File: src/rtl/sar_pkg.sv
// Shared types and defaults for the 10-bit SAR conversion controller.
package sar_pkg;

  typedef enum logic [2:0] {
    IDLE   = 3'd0,
    SAMPLE = 3'd1,
    STRB   = 3'd2,
    EVAL   = 3'd3,
    DONE   = 3'd4
  } sar_state_t;

  localparam int unsigned NBIT_DEF    = 10;
  localparam int unsigned SMP_CYC_DEF = 3;

endpackage

File: src/rtl/sar_logic10_if.sv
// Handshake and analog-front-end signals between the SAR controller and its surroundings.
interface sar_logic10_if #(
  parameter int unsigned NBIT = 10
);
  logic            START;
  logic            CONT;
  logic            CMP_OUT;
  logic            SMP_CK;
  logic            CMP_CK;
  logic [NBIT-1:0] DACP;
  logic [NBIT-1:0] DOUT;
  logic            DVALID;
  logic            BUSY;

  // Controller side
  modport master (
    input  START, CONT, CMP_OUT,
    output SMP_CK, CMP_CK, DACP, DOUT, DVALID, BUSY
  );

  // Front end / back end side
  modport slave (
    output START, CONT, CMP_OUT,
    input  SMP_CK, CMP_CK, DACP, DOUT, DVALID, BUSY
  );
endinterface

File: src/rtl/sar_bit_ptr.sv
// One-hot bit-trial pointer: loads at the MSB, shifts down one bit per trial.
module sar_bit_ptr #(
  parameter int unsigned NBIT = 10
) (
  input  logic            CK,
  input  logic            RSTN,
  input  logic            load_i,
  input  logic            shift_i,
  output logic [NBIT-1:0] ptr_o,
  output logic            last_o
);

  localparam logic [NBIT-1:0] MSB_ONE = {1'b1, {(NBIT-1){1'b0}}};

  logic [NBIT-1:0] ptr_q, ptr_d;

  // Next pointer: load wins over shift
  always_comb begin
    ptr_d = ptr_q;
    if (load_i)       ptr_d = MSB_ONE;
    else if (shift_i) ptr_d = ptr_q >> 1;
  end

  // Pointer register with synchronous active-low reset
  always_ff @(posedge CK) begin
    if (!RSTN) ptr_q <= '0;
    else       ptr_q <= ptr_d;
  end

  assign ptr_o  = ptr_q;
  assign last_o = ptr_q[0];

endmodule

File: src/rtl/sar_logic10.sv
// SAR conversion controller: sampling window, comparator strobes, binary search, result delivery.
module sar_logic10
  import sar_pkg::*;
#(
  parameter int unsigned NBIT    = NBIT_DEF,
  parameter int unsigned SMP_CYC = SMP_CYC_DEF
) (
  input  logic          CK,
  input  logic          RSTN,
  sar_logic10_if.master bus
);

  localparam int unsigned     CW       = $clog2(SMP_CYC + 1);
  localparam logic [CW-1:0]   SMP_LAST = CW'(SMP_CYC - 1);
  localparam logic [NBIT-1:0] MSB_ONE  = {1'b1, {(NBIT-1){1'b0}}};

  sar_state_t      state_q, state_d;
  logic [CW-1:0]   cnt_q, cnt_d;
  logic [NBIT-1:0] code_q, code_d;
  logic [NBIT-1:0] dacp_q, dacp_d;
  logic [NBIT-1:0] dout_q, dout_d;
  logic            smp_q, smp_d;
  logic            cmpck_q, cmpck_d;
  logic            dvalid_q, dvalid_d;
  logic            busy_q, busy_d;

  logic            ptr_load, ptr_shift, ptr_last;
  logic [NBIT-1:0] ptr;

  sar_bit_ptr #(.NBIT(NBIT)) u_ptr (
    .CK      (CK),
    .RSTN    (RSTN),
    .load_i  (ptr_load),
    .shift_i (ptr_shift),
    .ptr_o   (ptr),
    .last_o  (ptr_last)
  );

  // Next state, next code/trial and registered-output next values
  // Outputs are derived from state_d so every port is a flop that matches the state it reports.
  always_comb begin
    state_d   = state_q;
    cnt_d     = cnt_q;
    code_d    = code_q;
    dacp_d    = dacp_q;
    dout_d    = dout_q;
    ptr_load  = 1'b0;
    ptr_shift = 1'b0;

    unique case (state_q)
      IDLE: begin
        dacp_d = '0;
        if (bus.START) begin
          state_d = SAMPLE;
          cnt_d   = '0;
          code_d  = '0;
        end
      end
      SAMPLE: begin
        dacp_d = '0;
        if (cnt_q == SMP_LAST) begin
          state_d  = STRB;
          ptr_load = 1'b1;
          dacp_d   = MSB_ONE;
        end else begin
          cnt_d = cnt_q + CW'(1);
        end
      end
      STRB: begin
        state_d = EVAL;
      end
      EVAL: begin
        code_d = code_q | (bus.CMP_OUT ? ptr : '0);
        if (ptr_last) begin
          state_d = DONE;
          dout_d  = code_d;
          dacp_d  = code_d;
        end else begin
          state_d   = STRB;
          ptr_shift = 1'b1;
          dacp_d    = code_d | (ptr >> 1);
        end
      end
      DONE: begin
        dacp_d = '0;
        if (bus.START || bus.CONT) begin
          state_d = SAMPLE;
          cnt_d   = '0;
          code_d  = '0;
        end else begin
          state_d = IDLE;
        end
      end
      default: begin
        state_d = IDLE;
        dacp_d  = '0;
      end
    endcase

    smp_d    = (state_d == SAMPLE);
    cmpck_d  = (state_d == STRB);
    dvalid_d = (state_d == DONE);
    busy_d   = (state_d == SAMPLE) || (state_d == STRB) || (state_d == EVAL);
  end

  // State and output registers; reset aborts any conversion in progress
  always_ff @(posedge CK) begin
    if (!RSTN) begin
      state_q  <= IDLE;
      cnt_q    <= '0;
      code_q   <= '0;
      dacp_q   <= '0;
      dout_q   <= '0;
      smp_q    <= 1'b0;
      cmpck_q  <= 1'b0;
      dvalid_q <= 1'b0;
      busy_q   <= 1'b0;
    end else begin
      state_q  <= state_d;
      cnt_q    <= cnt_d;
      code_q   <= code_d;
      dacp_q   <= dacp_d;
      dout_q   <= dout_d;
      smp_q    <= smp_d;
      cmpck_q  <= cmpck_d;
      dvalid_q <= dvalid_d;
      busy_q   <= busy_d;
    end
  end

  assign bus.SMP_CK = smp_q;
  assign bus.CMP_CK = cmpck_q;
  assign bus.DACP   = dacp_q;
  assign bus.DOUT   = dout_q;
  assign bus.DVALID = dvalid_q;
  assign bus.BUSY   = busy_q;

endmodule

File: src/flat_wrapper.sv
// flat-port wrapper written by rule: the top's interface ports become plain ports
module sar_logic10_flat import sar_pkg::*;
#(
  parameter int unsigned NBIT    = NBIT_DEF,
  parameter int unsigned SMP_CYC = SMP_CYC_DEF
)
  (CK, RSTN, bus_START, bus_CONT, bus_CMP_OUT, bus_SMP_CK, bus_CMP_CK, bus_DACP, bus_DOUT, bus_DVALID, bus_BUSY);
  sar_logic10_if #(.NBIT(NBIT)) bus_i ();
  input  logic CK;
  input  logic RSTN;
  input wire logic [$bits(bus_i.START)-1:0] bus_START;
  input wire logic [$bits(bus_i.CONT)-1:0] bus_CONT;
  input wire logic [$bits(bus_i.CMP_OUT)-1:0] bus_CMP_OUT;
  output wire logic [$bits(bus_i.SMP_CK)-1:0] bus_SMP_CK;
  output wire logic [$bits(bus_i.CMP_CK)-1:0] bus_CMP_CK;
  output wire logic [$bits(bus_i.DACP)-1:0] bus_DACP;
  output wire logic [$bits(bus_i.DOUT)-1:0] bus_DOUT;
  output wire logic [$bits(bus_i.DVALID)-1:0] bus_DVALID;
  output wire logic [$bits(bus_i.BUSY)-1:0] bus_BUSY;
  assign bus_i.START = bus_START;
  assign bus_i.CONT = bus_CONT;
  assign bus_i.CMP_OUT = bus_CMP_OUT;
  assign bus_SMP_CK = bus_i.SMP_CK;
  assign bus_CMP_CK = bus_i.CMP_CK;
  assign bus_DACP = bus_i.DACP;
  assign bus_DOUT = bus_i.DOUT;
  assign bus_DVALID = bus_i.DVALID;
  assign bus_BUSY = bus_i.BUSY;
  sar_logic10 #(.NBIT(NBIT), .SMP_CYC(SMP_CYC)) u_core (.CK(CK), .RSTN(RSTN), .bus(bus_i));
endmodule
File: config.mk
export PLATFORM = sky130hd
export DESIGN_NAME = sar_logic10_flat
export DESIGN_NICKNAME = d
export VERILOG_FILES = /design/src/rtl/sar_pkg.sv /design/src/rtl/sar_logic10_if.sv /design/src/rtl/sar_bit_ptr.sv /design/src/rtl/sar_logic10.sv /design/src/flat_wrapper.sv
export SDC_FILE = /design/constraint.sdc
export NUM_CORES = 1
export LEC_CHECK = 0
export BUFFER_PORTS_ARGS = -buffer_cell sky130_fd_sc_hd__buf_2
export CAP_MARGIN = 40
export CORE_MARGIN = 5
export CORE_UTILIZATION = 40
export CTS_BUF_LIST = sky130_fd_sc_hd__clkbuf_2 sky130_fd_sc_hd__clkbuf_4 sky130_fd_sc_hd__clkbuf_8
export CTS_CLUSTER_DIAMETER = 100
export DETAILED_ROUTE_END_ITERATION = 6
export GPL_TIMING_DRIVEN = 0
export RECOVER_POWER = 25
export SYNTH_ARGS = -nofsm -noshare
export SYNTH_HDL_FRONTEND = slang
export SYNTH_SLANG_ARGS = --single-unit
File: constraint.sdc
create_clock -name CK -period 1.4 [get_ports CK]
set_input_delay 0.14 -clock CK [delete_from_list [all_inputs] [get_ports CK]]
set_output_delay 0.14 -clock CK [all_outputs]
set_load 0.02 [all_outputs]
* After elaboration in Yosys (flattened, before gate mapping)
Cells that the tools add are included.
** Storage, ports and cells
- Output and inout bits :: 24
- Register bits after elaboration :: 49
- Logic and storage cells :: 60
- Bits of input ports :: 5
** Operators by class
- Muxes and demuxes :: 22
- Reduce and logical (&&, ||, !) cells :: 11
- Bitwise logic cells :: 3
- Add/sub/neg operators :: 1
- Equality and inequality tests :: 12
** Operators by type and width (number)
- $mux W10 :: 7
- $pmux W10 S3 :: 2
- $pmux W3 S5 :: 1
- $eq A3 B2 Y1 const B :: 4
- $or A10 B10 Y10 :: 1
- $or A10 B9 Y10 :: 1
- $mux W3 :: 3
- $eq A3 B1 Y1 const B :: 2
- $eq A3 B3 Y1 const B :: 2
- $mux W2 :: 3
- $pmux W2 S3 :: 1
- $reduce_bool A3 Y1 :: 2
- $mux W1 :: 5
- $ne A2 B2 Y1 const B :: 2
- $reduce_and A4 Y1 :: 1
- $logic_not A3 Y1 :: 1
- $logic_or A1 B1 Y1 :: 3
- $reduce_and A3 Y1 :: 1
- $add A2 B1 Y2 const B :: 1
- $eq A2 B2 Y1 const B :: 1
- $ne A2 B1 Y1 const B :: 1
- $reduce_and A2 Y1 :: 1
- $reduce_bool A2 Y1 :: 1
- $reduce_or A2 Y1 :: 1
- $not A1 Y1 :: 1

* Longest topological paths before layout
Gate-level depths: netlist (run 1).
- Depth in word-level cells :: 6
- Depth in mapped cells :: 5

* Cells and area by module
Synthesis (run 1) repeated with hierarchy kept, for this count alone.
** Unflattened totals
- Cell total of the unflattened synthesis :: 183
- Area, all modules :: 1921.8 um2
** Modules (own cells, without submodules)
- sar_logic10 :: instances 1, area each 1554.0 um2, cells an instance 149
- sar_bit_ptr :: instances 1, area each 367.9 um2, cells an instance 34

* Worst setup path after synthesis (run 1)
Ideal clock, no wire load.
- Path kind :: register to register
- Start point :: reg u_core.cnt_q[0]
- End point :: reg u_core.cnt_q[1]
- Buffers on the path :: 0
- Data required time :: 1.284 ns
- Arrival :: 1.260 ns
- Cell stages (with the launch flop) :: 6
- Slack :: 0.024 ns
- Path through :: dfxtp_1 inv_1 ha_1 nor4b_2 a211oi_1 a31o_2
** Between the ends
- Cells in the longest elaborated chain, start to end :: 3
** Ends and longest elaborated chain
- from (decl) :: RTL line sar_logic10.sv:18 : logic [CW-1:0] cnt_q, cnt_d;
- from (signal assigned) :: RTL line sar_logic10.sv:120 : cnt_q <= cnt_d;
- $add A2 B1 Y2 / $eq A2 B2 Y1 (equally long branches) :: RTL line sar_logic10.sv:66, sar_logic10.sv:61
- $mux W2 / $ne A2 B2 Y1 (equally long branches)
- $pmux W2 S3 / $reduce_and A4 Y1 (equally long branches)
Parallel ways exist; a longest one is shown, timed or not. The select of a mux whose other input is x is not followed.
A chain may end at the register's enable or synchronous reset.

* Worst setup path after layout (run 1)
Same ends and word-level chain as after synthesis.

==> metrics.cfg, run 1 <==
[worst_hold_path]
hold_path_startpoint=RSTN
hold_class=primary input to flop
min_to=u_core.state_q[1]
min_path_cells=2

[setup_path]
crit_family=flip-flops
rrSetupSlack_ns=0.06
reg2regPathDepth=5
cp-end-kind=flop
critPathBufInv=1
slowest_delay_ns=0.37
critPathKind=flop to flop
worst_ep_required_time_ns=1.60
path_cells=inv_1 -> ha_4 -> nor4b_4 -> a211oi_1 -> a31o_2
path_max_fanout=5
worstPathArrival_ns=1.54
timing.rr.start=u_core.cnt_q[0]
crit_slowest_cell=dfxtp_1
startpoint_type=flop
worst_r2r_endpoint=u_core.cnt_q[1]

[logic_synthesis]
ys.flop_type=dfxtp_1
synth_enable_flop_cells=0
post-synth-top-area-cell=dfxtp_1
ys_top_cells_by_area=dfxtp_1 (53%), a21oi_1 (5.4%), o2bb2ai_1 (5.2%)
syn_nets=185
synth_top_area_share_pct=52.8
ys_types=37
synth-seq-area-share_pct=52.8
synth_cells=179
yosys_warnings=0
ys_async_sr_fraction_pct=0
syn_area_um2=1860
syn_area_per_cell_um2=10.4
synth_seq_cells=49

[sta]
setup_viol=0
layout_min_cycle_time_ns=1.34
setup_slack_ns=0.0643
rsz0062_at_grt=no
finalSetupTns_ns=0
worst_hold_slack_ns=0.218
max_freq_ghz=0.749
relSlewSlack_pct=73.8
slew_viol_final=0
worst_pin_slew_ns=0.392
finalClockSkew_ns=0.00679
final_hold_viol_count=0
fin_crit_sh_pct=95.4

[drt]
final_antenna_net_count=0
wl_per_cell_um=16.1
via_per_inst=5.56
drtPass1Iterations=4
vias=1502
drcViolationCount=0
drt_wl_total_mm=4.35
drtIter0Drc=171

[pwr]
p_clk_share_pct=43.3
switchingPower_w=0.000588
irDropWorstVdd_uv=607
seqPwrFrac_pct=50.7
p_comb_share_pct=6.0
power.density_nw_per_um2=1210
p_leak_nw=0.949
swShare_pct=21.2
intPower_w=0.00219

[status]
status=finished, final reports clean

[placement]
gp_congestion=0.815
dpl_worst_slack_ns=-0.0872
numPortBuffers=26
dp_hpwl_mm=3.02

[grt]
grt_usage_pct=15.0
first_global_vias=1501
grt_overflow=0
grt_pass1_wl_mm=7.45
grt_max_degree=17
antenna_found_initial=0

[clocking]
path_clk_slew_ns=0.09
cts_root_buffer=clkbuf_8
cts_inserted_buffers=5
holdBufCountCts=0
cts_buffer_depth=2
cts_tree=built
clock_sinks=49
worstSkewPairLatency_ns=0.30
cts_max_level=2

[floorplanning]
die_w_um=78.1
core-area_um2=4410
io_pins=29
fp.dieH_um=78.1
start_util_pct=42.1
fp-row-count=24
dieArea_um2=6100

[cells_and_area]
multi_input_area_um2=861
seqCellArea_um2=990
n_antenna_cell=0
nets=223
num-fill-cells=385
drive_above_1_share_pct=21.6
area_delta_synth_final_pct=23.7

[flow_run]
drv_cap=0

[layout by cell type, fill, tap and decap left out, types with 2 or more instances in the layout]
| cell | netlist | routed |
|---|---|---|
| dfxtp_1 | 49 | 46 |
| a21oi_1 | 20 | 20 |
| nand2_1 | 18 | 18 |
| clkbuf_1 | 0 | 18 |
| nor2_1 | 13 | 13 |
| buf_2 | 5 | 11 |
| a21o_1 | 11 | 11 |
| o2bb2ai_1 | 11 | 11 |
| a221o_1 | 9 | 9 |
| buf_4 | 5 | 8 |
| clkbuf_8 | 0 | 5 |
| inv_1 | 4 | 4 |
| nand3b_1 | 3 | 3 |
| o21ai_0 | 3 | 3 |
| buf_6 | 0 | 2 |
| nor4b_4 | 1 | 2 |
| a211oi_1 | 2 | 2 |
| a31o_2 | 2 | 2 |
| nor3_1 | 2 | 2 |
| bufinv_16 | 0 | 2 |
| dfxtp_4 | 0 | 2 |
[cell families (layout without fill, tap and decap cells)]
family | Yosys count | after routing | share of synthesized area (%)
AO/OA/AOI/OAI | 65 | 66 | 26.8
flip-flops | 49 | 49 | 52.8
AND/OR/NAND/NOR | 49 | 49 | 15.4
buffers and inverters | 15 | 53 | 4.38
adder cells (fa/ha/maj) | 1 | 1 | 0.674
[layer usage]
metal	wire length [µm]	share of wire (%)	global-route usage, %
met3	208	4.8	4.12
met2	2020	47	22.3
met1	2070	48	21.2
met5	0	0	0
met4	47	1.1	4.56
[worst max-delay path by stage]
stage | from | cells past startpoint | end
2_1_floorplan | u_core.cnt_q[0] | 5 | u_core.cnt_q[1]
4_1_cts | u_core.state_q[2] | 4 | u_core.bus.DOUT[1]
6_report | u_core.cnt_q[0] | 5 | u_core.cnt_q[1]
3_5_place_dp | u_core.cnt_q[0] | 5 | u_core.cnt_q[1]
5_1_grt | u_core.state_q[0] | 5 | u_core.code_q[1]
3_3_place_gp | u_core.cnt_q[0] | 5 | u_core.cnt_q[1]
[power by group through the flow]
stage	Combinational, W	Clock, W	Sequential (W)
floorplan	0.0000894	0	0.00145
global placement	0.000124	0	0.00144
detailed placement	0.000128	0	0.00144
CTS	0.000161	0.00123	0.00141
global route	0.000179	0.00128	0.00141
finish	0.000167	0.00120	0.00141
[state kept, by name (all words and copies together), names as in the netlist]
name and count:
u_core.bus.DVALID 1, u_core.bus.BUSY 1, u_core.cnt_q 2, u_core.code_q 10, u_core.bus.CMP_CK 1, u_core.bus.DOUT 10, u_core.state_q 3, u_core.bus.SMP_CK 1
u_core.u_ptr.ptr_o 10, u_core.bus.DACP 10
[synthesized netlist by cell type, types with 3 or more instances]
master,n
a221o_1,9
buf_4,5
dfxtp_1,49
a21o_1,11
buf_2,5
o21ai_0,3
a21oi_1,20
nand3b_1,3
o2bb2ai_1,11
nor2_1,13
inv_1,4
nand2_1,18
[what timing repair did]
action / 4_1_cts / 5_1_grt
setup buffers: 4 / 0
pin swaps: 5 / 3
endpoints found under the setup margin: 42 / 31
gates cloned: 1 / 0
gates resized for setup: 11 / 7
[through the flow]
step                power, W  instances  util [%]  cell area, µm²
floorplan            0.00154        179         -            1860
global placement     0.00157        257      46.5            2050
detailed placement   0.00157        257      46.5            2050
CTS                  0.00280        270      52.0            2290
global route         0.00287        270      52.0            2300
finish               0.00278        270      52.0            2300
[layout make-up]
type	instances	area share, %
flip-flops and latches	49	43.1
multi-input cells	116	37.5
repair buffers	30	6.54
plain buffers	10	3.27
clock buffers	5	3.00
clock inverters	3	3.00
well taps	52	2.83
inverters	5	0.817
Power figures use the tool's default switching activity.
==> run 2, diff against run 1 <==
--- a/config.mk
+++ b/config.mk
@@ -9,11 +9,12 @@
 export CAP_MARGIN = 40
 export CORE_MARGIN = 5
 export CORE_UTILIZATION = 40
-export CTS_BUF_LIST = sky130_fd_sc_hd__clkbuf_2 sky130_fd_sc_hd__clkbuf_4 sky130_fd_sc_hd__clkbuf_8
+export CTS_BUF_LIST = sky130_fd_sc_hd__clkbuf_4
 export CTS_CLUSTER_DIAMETER = 100
 export DETAILED_ROUTE_END_ITERATION = 6
 export GPL_TIMING_DRIVEN = 0
 export RECOVER_POWER = 25
+export SLEW_MARGIN = 10
 export SYNTH_ARGS = -nofsm -noshare
 export SYNTH_HDL_FRONTEND = slang
 export SYNTH_SLANG_ARGS = --single-unit
==> run 2 against run 1 <==
Die area is the same. Setup slack lost 0.0045 ns. Design area shrank 1.1%. Cell count shrank 0.37%. Flip-flop and latch count is the same. Clock power shrank 14%. Critical path type unchanged. Largest cell class unchanged. Largest power group unchanged.
==> metrics.cfg, run 2 (same netlist as run 1, synthesis figures left out) <==
[flow_run]
drv_cap=0  ; unchanged

[drt]
vias=1497  ; -0.33%
wl_per_cell_um=16.0  ; -0.44%
final_antenna_net_count=0  ; unchanged
drtPass1Iterations=4  ; unchanged
drcViolationCount=0  ; unchanged
drt_wl_total_mm=4.31  ; -0.81%
via_per_inst=5.57  ; about the same
drtIter0Drc=138  ; -19%

[sta]
final_hold_viol_count=0  ; unchanged
layout_min_cycle_time_ns=1.34  ; +0.00453 ns
setup_slack_ns=0.0598  ; -0.00453 ns
setup_viol=0  ; unchanged
rsz0062_at_grt=no
fin_crit_sh_pct=95.7  ; +0.32 points
max_freq_ghz=0.746  ; -0.34%
worst_pin_slew_ns=0.282  ; -0.110 ns
slew_viol_final=0  ; unchanged
finalSetupTns_ns=0  ; unchanged
finalClockSkew_ns=0.0133  ; +0.00653 ns
relSlewSlack_pct=81.1  ; +7.4 points

[grt]
first_global_vias=1513  ; +0.80%
grt_pass1_wl_mm=7.44  ; about the same
grt_usage_pct=14.9  ; -0.071 points
grt_overflow=0  ; unchanged
grt_max_degree=17  ; unchanged
antenna_found_initial=0  ; unchanged

[cells_and_area]
n_antenna_cell=0  ; unchanged
nets=222  ; -0.45%
area_delta_synth_final_pct=22.3
stdcell_area_um2=2270  ; -1.1%
fin_cells=269  ; -0.37%
final_common_cell=dfxtp_1
mostFrequentLayoutCells=dfxtp_1 (45), a21oi_1 (20), nand2_1 (18)
drive_above_1_share_pct=22.6  ; +1.0 points

[status]
status=finished, final reports clean

[placement]
gp_congestion=0.815  ; unchanged
placed_cells=257  ; unchanged
placed_area_um2=2050  ; unchanged
numPortBuffers=26  ; unchanged
dpl_worst_slack_ns=-0.0872  ; unchanged
dp_hpwl_mm=3.02  ; unchanged

[worst_hold_path]
hold_class=primary input to flop

[setup_path]
startpoint_type=flop
critPathKind=flop to flop
cp-end-kind=flop
worstPathArrival_ns=1.61  ; +0.07 ns
path_max_fanout=10  ; +5
worst_ep_required_time_ns=1.67  ; +0.07 ns

[clocking]
clock_sinks=49  ; unchanged
path_clk_slew_ns=0.14  ; +0.05 ns
holdBufCountCts=0  ; unchanged
cts_root_buffer=clkbuf_4
worstSkewPairLatency_ns=0.38  ; +0.08 ns
cts_inserted_buffers=5  ; unchanged
cts_max_level=2  ; unchanged
cts_tree=built
cts_buffer_depth=2  ; unchanged

[floorplanning]
fp.dieH_um=78.1  ; unchanged
io_pins=29  ; unchanged
dieArea_um2=6100  ; unchanged
core-area_um2=4410  ; unchanged
start_util_pct=42.1  ; unchanged
die_w_um=78.1  ; unchanged
fp-row-count=24  ; unchanged

[pwr]
power.density_nw_per_um2=1150  ; -4.9%
p_total_w=0.00261  ; -6.0%
irDropWorstVdd_uv=828  ; +36%
p_leak_nw=0.939  ; -1.1%

-- run 2: cell type report --
cell class / count / area (µm²)
fillers: 386 / 2140
inverters: 5 / 18.8
repair buffers: 29 / 144
well taps: 52 / 65.1
clock inverters: 3 / 68.8
clock buffers: 5 / 37.5
plain buffers: 10 / 82.6
flip-flops and latches: 49 / 991
multi-input cells: 116 / 863
-- run 2: through the flow --
stage               utilization (%)  hold slack (ns)
floorplan                         -            0.397
global placement               46.5            0.433
detailed placement             46.5            0.440
CTS                            51.1            0.128
global route                   51.4            0.136
finish                         51.4            0.130
-- run 2: worst paths after layout --
check / from / endpoint / slack [ns] / cells after the start
max: u_core.state_q[1] / u_core.u_ptr.ptr_o[8] / 0.06 / 4
min: RSTN / u_core.state_q[1] / 0.13 / 2
max reg2reg: u_core.state_q[1] / u_core.u_ptr.ptr_o[8] / 0.06 / 4
min reg2reg: u_core.code_q[5] / u_core.code_q[5] / 0.47 / 1
-- run 2: power breakdown --
group | internal, W | switching, W | total (W)
combinational | 0.0000709 | 0.0000956 | 0.000166
clock | 0.000562 | 0.000468 | 0.00103
sequential | 0.00140 | 0.00000838 | 0.00141
-- run 2: timing repair --
| action | 4_1_cts | 5_1_grt |
|---|---|---|
| buffers inserted | 3 | 0 |
| gates resized for setup | 12 | 10 |
| pin swaps | 5 | 3 |
| setup endpoints to repair | 42 | 42 |
| cloned | 1 | 0 |
-- run 2: per-layer routing --
metal	track usage, %	routed length (µm)	up-vias
li1	-	-	744
met5	0	0	-
met2	22.3	1990	32
met1	20.9	2080	715
met3	3.78	196	6
met4	5.24	46	0
-- run 2: critical path: stages, from the launching register on --
cell	delay [ns]
dfxtp_4	0.41
buf_4	0.18
nand3b_1	0.29
o21ai_4	0.28
a21oi_1	0.07
